$ cat src/rtl/conv_pkg.sv
// Shared types and helpers for the convolution window feeder.
// Holds the FSM state encoding, default geometry constants and the
// buffer address helper used by the window address generator.
package conv_pkg;

  localparam int DATA_W = 8;
  localparam int K      = 3;
  localparam int KK     = K * K;

  typedef enum logic [2:0] {
    IDLE,
    FEED,
    DRAIN,
    WAIT_PE,
    EMIT,
    DONE
  } state_t;

  // Row-major buffer address of kernel tap (kr,kc) for the window whose
  // top-left pixel is (row,col). The caller truncates to its address width.
  function automatic int unsigned addr_of(input int unsigned row,
                                          input int unsigned col,
                                          input int unsigned kr,
                                          input int unsigned kc,
                                          input int unsigned img_w);
    return (row + kr) * img_w + (col + kc);
  endfunction

endpackage

$ cat src/rtl/conv_window_addr_gen.sv
// Window/kernel counters and feature-map buffer address for the feeder.
// Latency: address is combinational from the counters; counters update on clk.
// Backpressure: counters only move on k_step / win_adv, so the caller stalls them.
// Ports: clk, rst (sync, active-low); clr zeroes all counters; k_step advances
//   the kernel tap; win_adv advances the window (row-major); k_idx/k_last give
//   the current tap; row/col/win_last give the window; addr is the read address.
module conv_window_addr_gen
  import conv_pkg::*;
#(
  parameter int IMG_W  = 5,
  parameter int IMG_H  = 5,
  parameter int K      = conv_pkg::K,
  parameter int ADDR_W = $clog2(IMG_W * IMG_H)
) (
  input  logic              clk,
  input  logic              rst,
  input  logic              clr,
  input  logic              k_step,
  input  logic              win_adv,
  output logic [3:0]        k_idx,
  output logic              k_last,
  output logic              win_last,
  output logic [3:0]        row,
  output logic [3:0]        col,
  output logic [ADDR_W-1:0] addr
);

  localparam logic [3:0] OH_LAST = 4'(IMG_H - K);
  localparam logic [3:0] OW_LAST = 4'(IMG_W - K);
  localparam logic [3:0] K_LAST  = 4'(K * K - 1);
  localparam logic [3:0] KC_LAST = 4'(K - 1);

  logic [3:0] row_q, row_d;
  logic [3:0] col_q, col_d;
  logic [3:0] k_q, k_d;
  // kr/kc are tracked alongside k so no divider is needed for k/K, k%K.
  logic [3:0] kr_q, kr_d;
  logic [3:0] kc_q, kc_d;

  assign k_idx    = k_q;
  assign k_last   = (k_q == K_LAST);
  assign win_last = (row_q == OH_LAST) && (col_q == OW_LAST);
  assign row      = row_q;
  assign col      = col_q;
  assign addr     = ADDR_W'(addr_of(32'(row_q), 32'(col_q), 32'(kr_q),
                                    32'(kc_q), 32'(IMG_W)));

  always_comb begin
    row_d = row_q;
    col_d = col_q;
    k_d   = k_q;
    kr_d  = kr_q;
    kc_d  = kc_q;
    if (clr) begin
      row_d = '0;
      col_d = '0;
      k_d   = '0;
      kr_d  = '0;
      kc_d  = '0;
    end else begin
      if (k_step) begin
        if (k_last) begin
          k_d  = '0;
          kr_d = '0;
          kc_d = '0;
        end else begin
          k_d = k_q + 4'd1;
          if (kc_q == KC_LAST) begin
            kc_d = '0;
            kr_d = kr_q + 4'd1;
          end else begin
            kc_d = kc_q + 4'd1;
          end
        end
      end
      if (win_adv) begin
        if (col_q == OW_LAST) begin
          col_d = '0;
          row_d = (row_q == OH_LAST) ? 4'd0 : row_q + 4'd1;
        end else begin
          col_d = col_q + 4'd1;
        end
      end
    end
  end

  always_ff @(posedge clk) begin
    if (!rst) begin
      row_q <= '0;
      col_q <= '0;
      k_q   <= '0;
      kr_q  <= '0;
      kc_q  <= '0;
    end else begin
      row_q <= row_d;
      col_q <= col_d;
      k_q   <= k_d;
      kr_q  <= kr_d;
      kc_q  <= kc_d;
    end
  end

endmodule

$ cat src/rtl/conv_window_feeder.sv
// Walks every KxK window of the feature map, streams pixel/weight pairs to the PE, returns results.
// Latency: K*K feed + 1 drain + PE latency + 1 emit cycles per window; pixel follows its read by 1 cycle.
// Backpressure: full stall in EMIT while res_ready=0; no buffer reads are issued during the stall.
// Ports: clk, rst (sync, active-low); start/busy/done/err control; flt_* filter
//   write port (IDLE only); img_* synchronous-read buffer port; pe_* PE drive and
//   result; res_* ready/valid result with its output row/column.
module conv_window_feeder
  import conv_pkg::*;
#(
  parameter int DATA_W  = conv_pkg::DATA_W,
  parameter int IMG_W   = 5,
  parameter int IMG_H   = 5,
  parameter int K       = conv_pkg::K,
  parameter int TIMEOUT = 32,
  parameter int ADDR_W  = $clog2(IMG_W * IMG_H)
) (
  input  logic              clk,
  input  logic              rst,
  input  logic              start,
  output logic              busy,
  output logic              done,
  output logic              err,
  input  logic              flt_wr_en,
  input  logic [3:0]        flt_addr,
  input  logic [DATA_W-1:0] flt_data,
  output logic              img_rd_en,
  output logic [ADDR_W-1:0] img_addr,
  input  logic [DATA_W-1:0] img_data,
  output logic [DATA_W-1:0] pe_in,
  output logic [DATA_W-1:0] pe_filter,
  output logic              pe_in_valid,
  input  logic [DATA_W-1:0] pe_out,
  input  logic              pe_valid,
  output logic [DATA_W-1:0] res_data,
  output logic              res_valid,
  input  logic              res_ready,
  output logic [3:0]        res_row,
  output logic [3:0]        res_col
);

  localparam int KK_L   = K * K;
  localparam int WAIT_W = $clog2(TIMEOUT + 1);
  localparam logic [WAIT_W-1:0] WAIT_LAST = WAIT_W'(TIMEOUT - 1);

  state_t state_q, state_d;
  logic [WAIT_W-1:0] wait_q, wait_d;
  logic              err_q, err_d;
  logic [DATA_W-1:0] wgt_q [KK_L];
  logic [DATA_W-1:0] wgt_d [KK_L];
  logic              pe_vld_q, pe_vld_d;
  logic [DATA_W-1:0] pe_flt_q, pe_flt_d;
  logic [DATA_W-1:0] pix_hold_q, pix_hold_d;
  logic [DATA_W-1:0] res_data_q, res_data_d;
  logic [3:0]        res_row_q, res_row_d;
  logic [3:0]        res_col_q, res_col_d;

  logic              ag_clr, ag_k_step, ag_win_adv;
  logic [3:0]        k_idx, win_row, win_col;
  logic              k_last, win_last;
  logic [ADDR_W-1:0] ag_addr;
  logic              rd;

  conv_window_addr_gen #(
    .IMG_W  (IMG_W),
    .IMG_H  (IMG_H),
    .K      (K),
    .ADDR_W (ADDR_W)
  ) u_addr_gen (
    .clk      (clk),
    .rst      (rst),
    .clr      (ag_clr),
    .k_step   (ag_k_step),
    .win_adv  (ag_win_adv),
    .k_idx    (k_idx),
    .k_last   (k_last),
    .win_last (win_last),
    .row      (win_row),
    .col      (win_col),
    .addr     (ag_addr)
  );

  assign rd = (state_q == FEED);

  // Next-state and control.
  always_comb begin
    state_d    = state_q;
    wait_d     = wait_q;
    err_d      = err_q;
    res_data_d = res_data_q;
    res_row_d  = res_row_q;
    res_col_d  = res_col_q;
    ag_clr     = 1'b0;
    ag_k_step  = 1'b0;
    ag_win_adv = 1'b0;
    case (state_q)
      IDLE: begin
        if (start) begin
          err_d   = 1'b0;
          ag_clr  = 1'b1;
          state_d = FEED;
        end
      end
      FEED: begin
        ag_k_step = 1'b1;
        if (k_last) state_d = DRAIN;
      end
      DRAIN: begin
        wait_d  = '0;
        state_d = WAIT_PE;
      end
      WAIT_PE: begin
        // A PE result arriving on the last allowed cycle still counts.
        if (pe_valid) begin
          res_data_d = pe_out;
          res_row_d  = win_row;
          res_col_d  = win_col;
          state_d    = EMIT;
        end else if (wait_q == WAIT_LAST) begin
          err_d   = 1'b1;
          state_d = DONE;
        end else begin
          wait_d = wait_q + 1'b1;
        end
      end
      EMIT: begin
        if (res_ready) begin
          ag_win_adv = 1'b1;
          state_d    = win_last ? DONE : FEED;
        end
      end
      DONE:    state_d = IDLE;
      default: state_d = IDLE;
    endcase
  end

  // Filter writes and PE-side datapath.
  always_comb begin
    wgt_d = wgt_q;
    if ((state_q == IDLE) && flt_wr_en && (flt_addr < 4'(KK_L))) begin
      wgt_d[flt_addr] = flt_data;
    end
    // Weight is registered on the read cycle so it lands with the returned pixel.
    pe_vld_d   = rd;
    pe_flt_d   = rd ? wgt_q[k_idx] : pe_flt_q;
    pix_hold_d = pe_vld_q ? img_data : pix_hold_q;
  end

  always_ff @(posedge clk) begin
    if (!rst) begin
      state_q    <= IDLE;
      wait_q     <= '0;
      err_q      <= 1'b0;
      pe_vld_q   <= 1'b0;
      pe_flt_q   <= '0;
      pix_hold_q <= '0;
      res_data_q <= '0;
      res_row_q  <= '0;
      res_col_q  <= '0;
      for (int i = 0; i < KK_L; i++) wgt_q[i] <= '0;
    end else begin
      state_q    <= state_d;
      wait_q     <= wait_d;
      err_q      <= err_d;
      pe_vld_q   <= pe_vld_d;
      pe_flt_q   <= pe_flt_d;
      pix_hold_q <= pix_hold_d;
      res_data_q <= res_data_d;
      res_row_q  <= res_row_d;
      res_col_q  <= res_col_d;
      wgt_q      <= wgt_d;
    end
  end

  assign busy        = (state_q != IDLE);
  assign done        = (state_q == DONE);
  assign err         = err_q;
  assign img_rd_en   = rd;
  assign img_addr    = rd ? ag_addr : '0;
  // Live pixel comes straight from the buffer; afterwards the last one is held.
  assign pe_in       = pe_vld_q ? img_data : pix_hold_q;
  assign pe_filter   = pe_flt_q;
  assign pe_in_valid = pe_vld_q;
  assign res_valid   = (state_q == EMIT);
  assign res_data    = res_data_q;
  assign res_row     = res_row_q;
  assign res_col     = res_col_q;

endmodule

$ cat config.mk
export PLATFORM = sky130hd
export DESIGN_NAME = conv_window_feeder
export DESIGN_NICKNAME = d
export VERILOG_FILES = /design/src/rtl/conv_pkg.sv /design/src/rtl/conv_window_addr_gen.sv /design/src/rtl/conv_window_feeder.sv
export SDC_FILE = /design/constraint.sdc
export NUM_CORES = 1
export LEC_CHECK = 0
export CORE_MARGIN = 1
export CORE_UTILIZATION = 45
export CTS_CLUSTER_SIZE = 24
export DETAILED_ROUTE_END_ITERATION = 7
export HOLD_SLACK_MARGIN = 0.12
export PLACE_DENSITY = 0.67
export SYNTH_ARGS = -nofsm -noshare
export SYNTH_HDL_FRONTEND = slang
export SYNTH_HIERARCHICAL = 1
export SYNTH_SLANG_ARGS = --single-unit
export TNS_END_PERCENT = 5
$ cat constraint.sdc
create_clock -name clk -period 4.4 [get_ports clk]
set_clock_uncertainty 0.2 [all_clocks]
set_input_delay 0.44 -clock clk [delete_from_list [all_inputs] [get_ports clk]]
set_output_delay 0.44 -clock clk [all_outputs]
set_load 0.02 [all_outputs]
======== Word-level counts from Yosys, hierarchy flattened ========
Cells that the tools add are included.
operators by class
  mux-type cells .......................... 34
  bitwise logic cells ..................... 3
  eq/ne operators ......................... 17
  reductions and logical operators ........ 16
  add/subtract/negate cells ............... 9
  order comparisons ....................... 4
  multiply operators ...................... 1
operator list
  kind                                                                  number
  72-bit bitwise mux                                                    1
  8-bit binary-select mux with 4-bit select                             1
  8-bit demux with 4-bit select                                         1
  32-bit by 3-bit multiplier with 5-bit output (second input constant)  1
  8-bit two-way mux                                                     4
  4-bit two-way mux                                                     7
  4-bit by 1-bit adder with 4-bit output (second input constant)        5
  3-bit two-way mux                                                     6
  3-bit case mux with 5 select lines                                    1
  4-bit by 2-bit == test with 1-bit output (second input constant)      3
  6-bit two-way mux                                                     2
  6-bit case mux with 2 select lines                                    1
  4-bit by 4-bit adder with 5-bit output                                2
  5-bit greater-or-equal comparator (second input constant)             2
  2-bit inequality test (second input constant)                         5
  4-bit inverter with 5-bit output                                      2
  1-bit two-way mux                                                     8
  4-bit AND reduction                                                   2
  6-bit by 1-bit adder with 6-bit output (second input constant)        1
  3-bit by 2-bit == test with 1-bit output (second input constant)      2
  3-bit == test (second input constant)                                 2
  6-bit by 5-bit == test with 1-bit output (second input constant)      1
  2-bit AND reduction                                                   3
  2-bit nonzero test                                                    3
  15 further kinds                                                      18
word-level totals
  logic and storage cells ................. 107
  bits in registers ....................... 135

======== Depth between registers and ports, before layout ========
  depth after elaboration ................. 6
  mapped depth ............................ 14

======== Modules after synthesis ========
Netlist, hierarchy kept.
modules (own cells, without submodules)
  module                seq. area each (sq um)  area each (sq um)  cells each  instances
  conv_window_feeder    2302.2                  4988.5             490         1
  conv_window_addr_gen  400.4                   1428.9             167         1

======== Worst setup path after synthesis ========
Ideal clock, no wire load.
  path kind ............................... register to output
  start ................................... reg u_addr_gen.row_q[0], in the netlist u_addr_gen/row[0]
  end ..................................... out img_addr[4]
  data arrival time ....................... 3472 ps
  setup slack ............................. 288 ps
  data required time ...................... 3760 ps
  cell stages (with the launch flop) ...... 15
  path through ............................ dfxtp_1 ha_1 fa_1 xor2_1 ha_1 ha_1 inv_1 fa_1 inv_1 ha_1 a21o_1 a21oi_1 xor2_1 xnor2_1 and2_1
between the ends
  word-level cells in the longest chain between the ends .. 4
ends and longest elaborated chain
  what                                          line                        RTL
  from (decl)                                   conv_window_addr_gen.sv:33  logic [3:0] row_q, row_d;
  from (signal assigned)                        conv_window_addr_gen.sv:95  row_q <= row_d;
  4-bit by 4-bit adder with 5-bit output        conv_pkg.sv:26              return (row + kr) * img_w + (col + kc);
  32-bit by 3-bit multiplier with 5-bit output  conv_pkg.sv:26
  5-bit adder                                   conv_pkg.sv:26
  net ag_addr[4]                                conv_window_feeder.sv:60    logic [ADDR_W-1:0] ag_addr;
  5-bit two-way mux                             conv_window_feeder.sv:178   assign img_addr = rd ? ag_addr : '0;
  to (decl)                                     conv_window_feeder.sv:27    output logic [ADDR_W-1:0] img_addr,
The timed path passes the listed nets, and every way through them passes these cells.

======== Worst setup path after layout ========
Same ends and word-level chain as after synthesis.

==> metrics.log <==
INFO  metric drt_drc_violations_left = 0
INFO  metric post-synth-top-area-cell = sky130_fd_sc_hd__dfxtp_1
INFO  metric syn-cell-area = 6420 um^2
INFO  metric grt_pass1_wl = 24,800 um
INFO  metric path_class = flip-flop to primary output
INFO  metric report.final.setup_viol = 1
INFO  metric routed_via_count = 5,036
INFO  metric die_width = 121 um
INFO  metric slew_of_the_pin_with_the_lowest_slew_margin = 1.15 ns
INFO  metric drc_marker_count_from_the_first_detailed_route_iteration = 299
INFO  metric reg2reg_to = wait_q[1]
INFO  metric worst-r2r-setup-slack = 1.70 ns
INFO  metric io_buffer_count = 76
INFO  metric number_of_synthesized_flops_with_an_enable_pin = 0
INFO  metric h-tree-depth = 4
INFO  metric layout.cells.non_filler = 919
INFO  metric holdBufCountCts = 0
INFO  metric wire_per_inst = 16.2 um
INFO  metric syn-num-nets = 716
INFO  metric postRouteWirelength = 14,900 um
INFO  metric synth_area_per_cell = 9.77 um^2
INFO  metric number_of_buffers_created_by_cts = 17
INFO  metric critPathMaxFanout = 2
INFO  metric worstPathArrival = 3.81 ns
INFO  metric post_drt_via_cell_ratio = 5.48
INFO  metric groute.usage.overall = 21.9%
INFO  metric post_synthesis_cell_count = 657
INFO  metric design.final.nets = 786
INFO  metric clock_power_share = 49.6%
INFO  metric cpPeakStageDelay = 0.52 ns
INFO  metric top_cell_types_by_occurrence_after_synthesis = sky130_fd_sc_hd__dfxtp_1, sky130_fd_sc_hd__nand2_1, sky130_fd_sc_hd__mux2i_1
INFO  metric latest_clock_arrival_within_the_worst_skew_pair = 0.42 ns
INFO  metric yosys_register_bits = 135
INFO  metric worst_slack_setup_final = -0.0535 ns
INFO  metric power.leakage = 2.97 nW
INFO  metric post-synth-top-count-cell = sky130_fd_sc_hd__dfxtp_1
INFO  metric core_area = 13,900 um^2
INFO  metric drt-pass1-iter-count = 4
INFO  metric failed_checks = setup timing
INFO  metric switching_share_of_power = 22.0%
INFO  metric clock-root-buffer = sky130_fd_sc_hd__clkbuf_16
INFO  metric fin_setup_tns = -0.0535 ns
INFO  metric timing.final.crit_share = 101%
INFO  metric drive_gt1_share = 13.4%
INFO  metric number_of_unique_standard_cell_types_used_by_synthesis = 55
INFO  metric worst_hold_path.endpoint = wgt_q[22]
INFO  metric timing.slew.headroom = 22.0%
INFO  metric multi_input_comb_area = 3490 um^2
INFO  metric cp.required = 3.76 ns
INFO  metric vdd.ir_drop.worst = 0.000292 V
INFO  metric fillers = 1,213
INFO  metric crit_path_frequent_cell = sky130_fd_sc_hd__ha_1
INFO  metric ioPinCount = 77
INFO  metric synth_top_flop_cell = sky130_fd_sc_hd__dfxtp_1
INFO  metric power.switching = 0.658 mW
INFO  metric hold_viol_final = 0
INFO  metric internal_power = 2.33 mW
INFO  metric place.gp.congestion = 0.810
INFO  metric pwr-share-seq = 42.4%
INFO  metric start_util = 46.2%
INFO  metric min_path_type = flip-flop to flip-flop
INFO  metric yosysWarnings = 6
INFO  metric synth_top_cell_area_share = 42.1%
INFO  metric outcome = finished, violations left
INFO  metric grt_start_max_net_pins = 60
INFO  metric placedCellCount = 886
INFO  metric antenna_cells = 0
INFO  metric area_delta_synth_final = 24.8%
INFO  metric timing.max_cap.violations = 0
INFO  metric rows = 43
INFO  metric synth.area.top_cells = sky130_fd_sc_hd__dfxtp_1, sky130_fd_sc_hd__mux2i_1, sky130_fd_sc_hd__mux4_2, sky130_fd_sc_hd__nor2b_1, sky130_fd_sc_hd__ha_1
INFO  metric holdPathStages = 2
INFO  metric max-clock-path-buffers = 2
INFO  metric crit_path_buf_inv_count = 3
INFO  metric cpLargestDelayFamily = adder cells
INFO  metric route.antenna.remaining_nets = 0
INFO  metric synth_seq_area_share = 42.1%
INFO  metric grt_overflow = 0
INFO  metric p_total = 2.98 mW
INFO  metric synth_async_sr_flop_share = 0%
INFO  metric rsz0062_at_grt = true
INFO  metric timing.rr.start = state_q[1]
INFO  metric combinationalPowerShare = 8.0%
INFO  metric timing.critical_path.to_type = primary output
INFO  metric clock_pin_slew_of_the_registers_on_the_worst_case_setup_and_hold_paths = 0.06 ns
INFO  metric vias_in_the_first_global_route = 4,862
INFO  metric report.final.slew_viol_count = 0
INFO  metric die_h = 121 um
INFO  metric timing.critical_path.from_type = flip-flop
INFO  metric rr_worst_depth = 4
INFO  metric timing.final.crit_period = 4.45 ns
INFO  metric fmaxAchievable = 225 MHz
INFO  metric worst_hold_slack = 0.254 ns
INFO  metric cts_tree = built
INFO  metric power.density = 373 nW/um^2
INFO  metric dieArea = 14,700 um^2
INFO  metric slowest_cp_cell = sky130_fd_sc_hd__fa_1
INFO  metric number_of_antenna_violations_at_the_first_check_in_global_routing = 0
INFO  metric cp_cell_sequence = ha_4 -> fa_2 -> xor2_2 -> ha_1 -> ha_1 -> inv_1 -> fa_1 -> inv_1 -> ha_1 -> a21o_1 -> a21oi_4 -> xor2_2 -> xnor2_1 -> and2_1 -> buf_6
INFO  metric dp_hpwl = 10,100 um
INFO  metric combined_flip_flop_and_latch_cell_area = 2710 um^2
INFO  metric number_of_clock_sinks = 135
INFO  metric launch_point_of_the_worst_hold_path = wgt_q[22]
## cells in the final DEF (no fill, tap or decap), drive strengths merged, types with 4 or more instances in the layout
master and instances:
dfxtp 135, clkdlybuf4s50 72, nand2 57, mux2i 51, o21ai 48, nor2b 44
nand3 39, inv 25, clkbuf 24, nor2 22, a21oi 21, buf 20
a21boi 19, ha 19, and2 18, mux4 16, xor2 9, mux2 8
a22oi 8, xnor2 8, nor3 7, nor3b 7, nand4 6, fa 6
bufinv 4, and3 4, or4 4
## worst register-to-register path, stage by stage, from the launching register on
cell and delay, ns:
sky130_fd_sc_hd__dfxtp_1 0.55, sky130_fd_sc_hd__nor4bb_1 1.03, sky130_fd_sc_hd__o21ai_0 0.50, sky130_fd_sc_hd__nand3_1 0.20, sky130_fd_sc_hd__a21boi_0 0.10
## worst max path at each step
| stage | start | cells after the start | endpoint |
|---|---|---|---|
| 5_1_grt | u_addr_gen/row[1] | 15 | img_addr[4] |
| 3_3_place_gp | u_addr_gen/row[0] | 15 | img_addr[4] |
| 4_1_cts | u_addr_gen/row[0] | 15 | img_addr[4] |
| 2_1_floorplan | u_addr_gen/row[0] | 14 | img_addr[4] |
| 3_5_place_dp | u_addr_gen/row[0] | 15 | img_addr[4] |
| 6_report | u_addr_gen/row[0] | 15 | img_addr[4] |
## power by group through the flow
stage | combinational [mW] | clock, mW | sequential [mW]
2_1_floorplan | 0.157 | 0 | 1.28
3_3_place_gp | 0.235 | 0 | 1.29
3_5_place_dp | 0.239 | 0 | 1.29
4_1_cts | 0.241 | 1.50 | 1.27
5_1_grt | 0.260 | 1.55 | 1.27
6_report | 0.239 | 1.48 | 1.27
## flip-flops by register name, indices dropped and copies added, names as in the netlist, 3 cells and up
| signal | count |
|---|---|
| pix_hold_q | 8 |
| res_row | 4 |
| u_addr_gen/k_idx | 4 |
| state_q | 3 |
| res_col | 4 |
| wgt_q | 72 |
| u_addr_gen/col | 4 |
| u_addr_gen/row | 4 |
| u_addr_gen/kc_q | 4 |
| wait_q | 6 |
| res_data | 8 |
| u_addr_gen/kr_q | 4 |
| pe_filter | 8 |
## routing by layer
metal	track usage, %	wire (um)	vias up
li1	-	-	2447
met1	28.4	6720	2436
met2	35.0	7200	129
met3	5.55	732	24
met4	7.95	269	0
met5	0	0	-
## kinds of logic (layout without fill, tap and decap cells)
family / Yosys count / after routing / share of synthesized area [%]
XOR/XNOR: 17 / 17 / 2.32
adder cells (fa/ha/maj): 25 / 25 / 5.58
flip-flops: 135 / 135 / 42.1
AO/OA/AOI/OAI: 114 / 114 / 11.3
buffers and inverters: 67 / 149 / 4.43
AND/OR/NAND/NOR: 224 / 224 / 19.3
multiplexers: 75 / 75 / 15.0
## cell type report
cell class,count,area share [%]
clock buffer,23,5.84
inverter,25,1.17
sequential,135,33.8
timing repair buffer,93,10.9
multi-input combinational,455,43.6
tap,180,2.81
clock inverter,8,1.83
## stage by stage
stage | util, % | setup slack, ns | instance area [um^2]
floorplan | - | 0.288 | 6420
finish | 57.7 | -0.0535 | 8010
CTS | 57.6 | -0.0800 | 8000
detailed placement | 52.8 | -0.296 | 7330
global placement | 52.8 | -0.140 | 7330
global route | 57.7 | -0.213 | 8010
## repair_timing
| item | CTS | global route |
|---|---|---|
| resized for setup | 21 | 5 |
| buffers inserted | 1 | 1 |
| pin swaps | 8 | 2 |
| setup endpoints to repair | 3 | 3 |
Power figures use the tool's default switching activity.
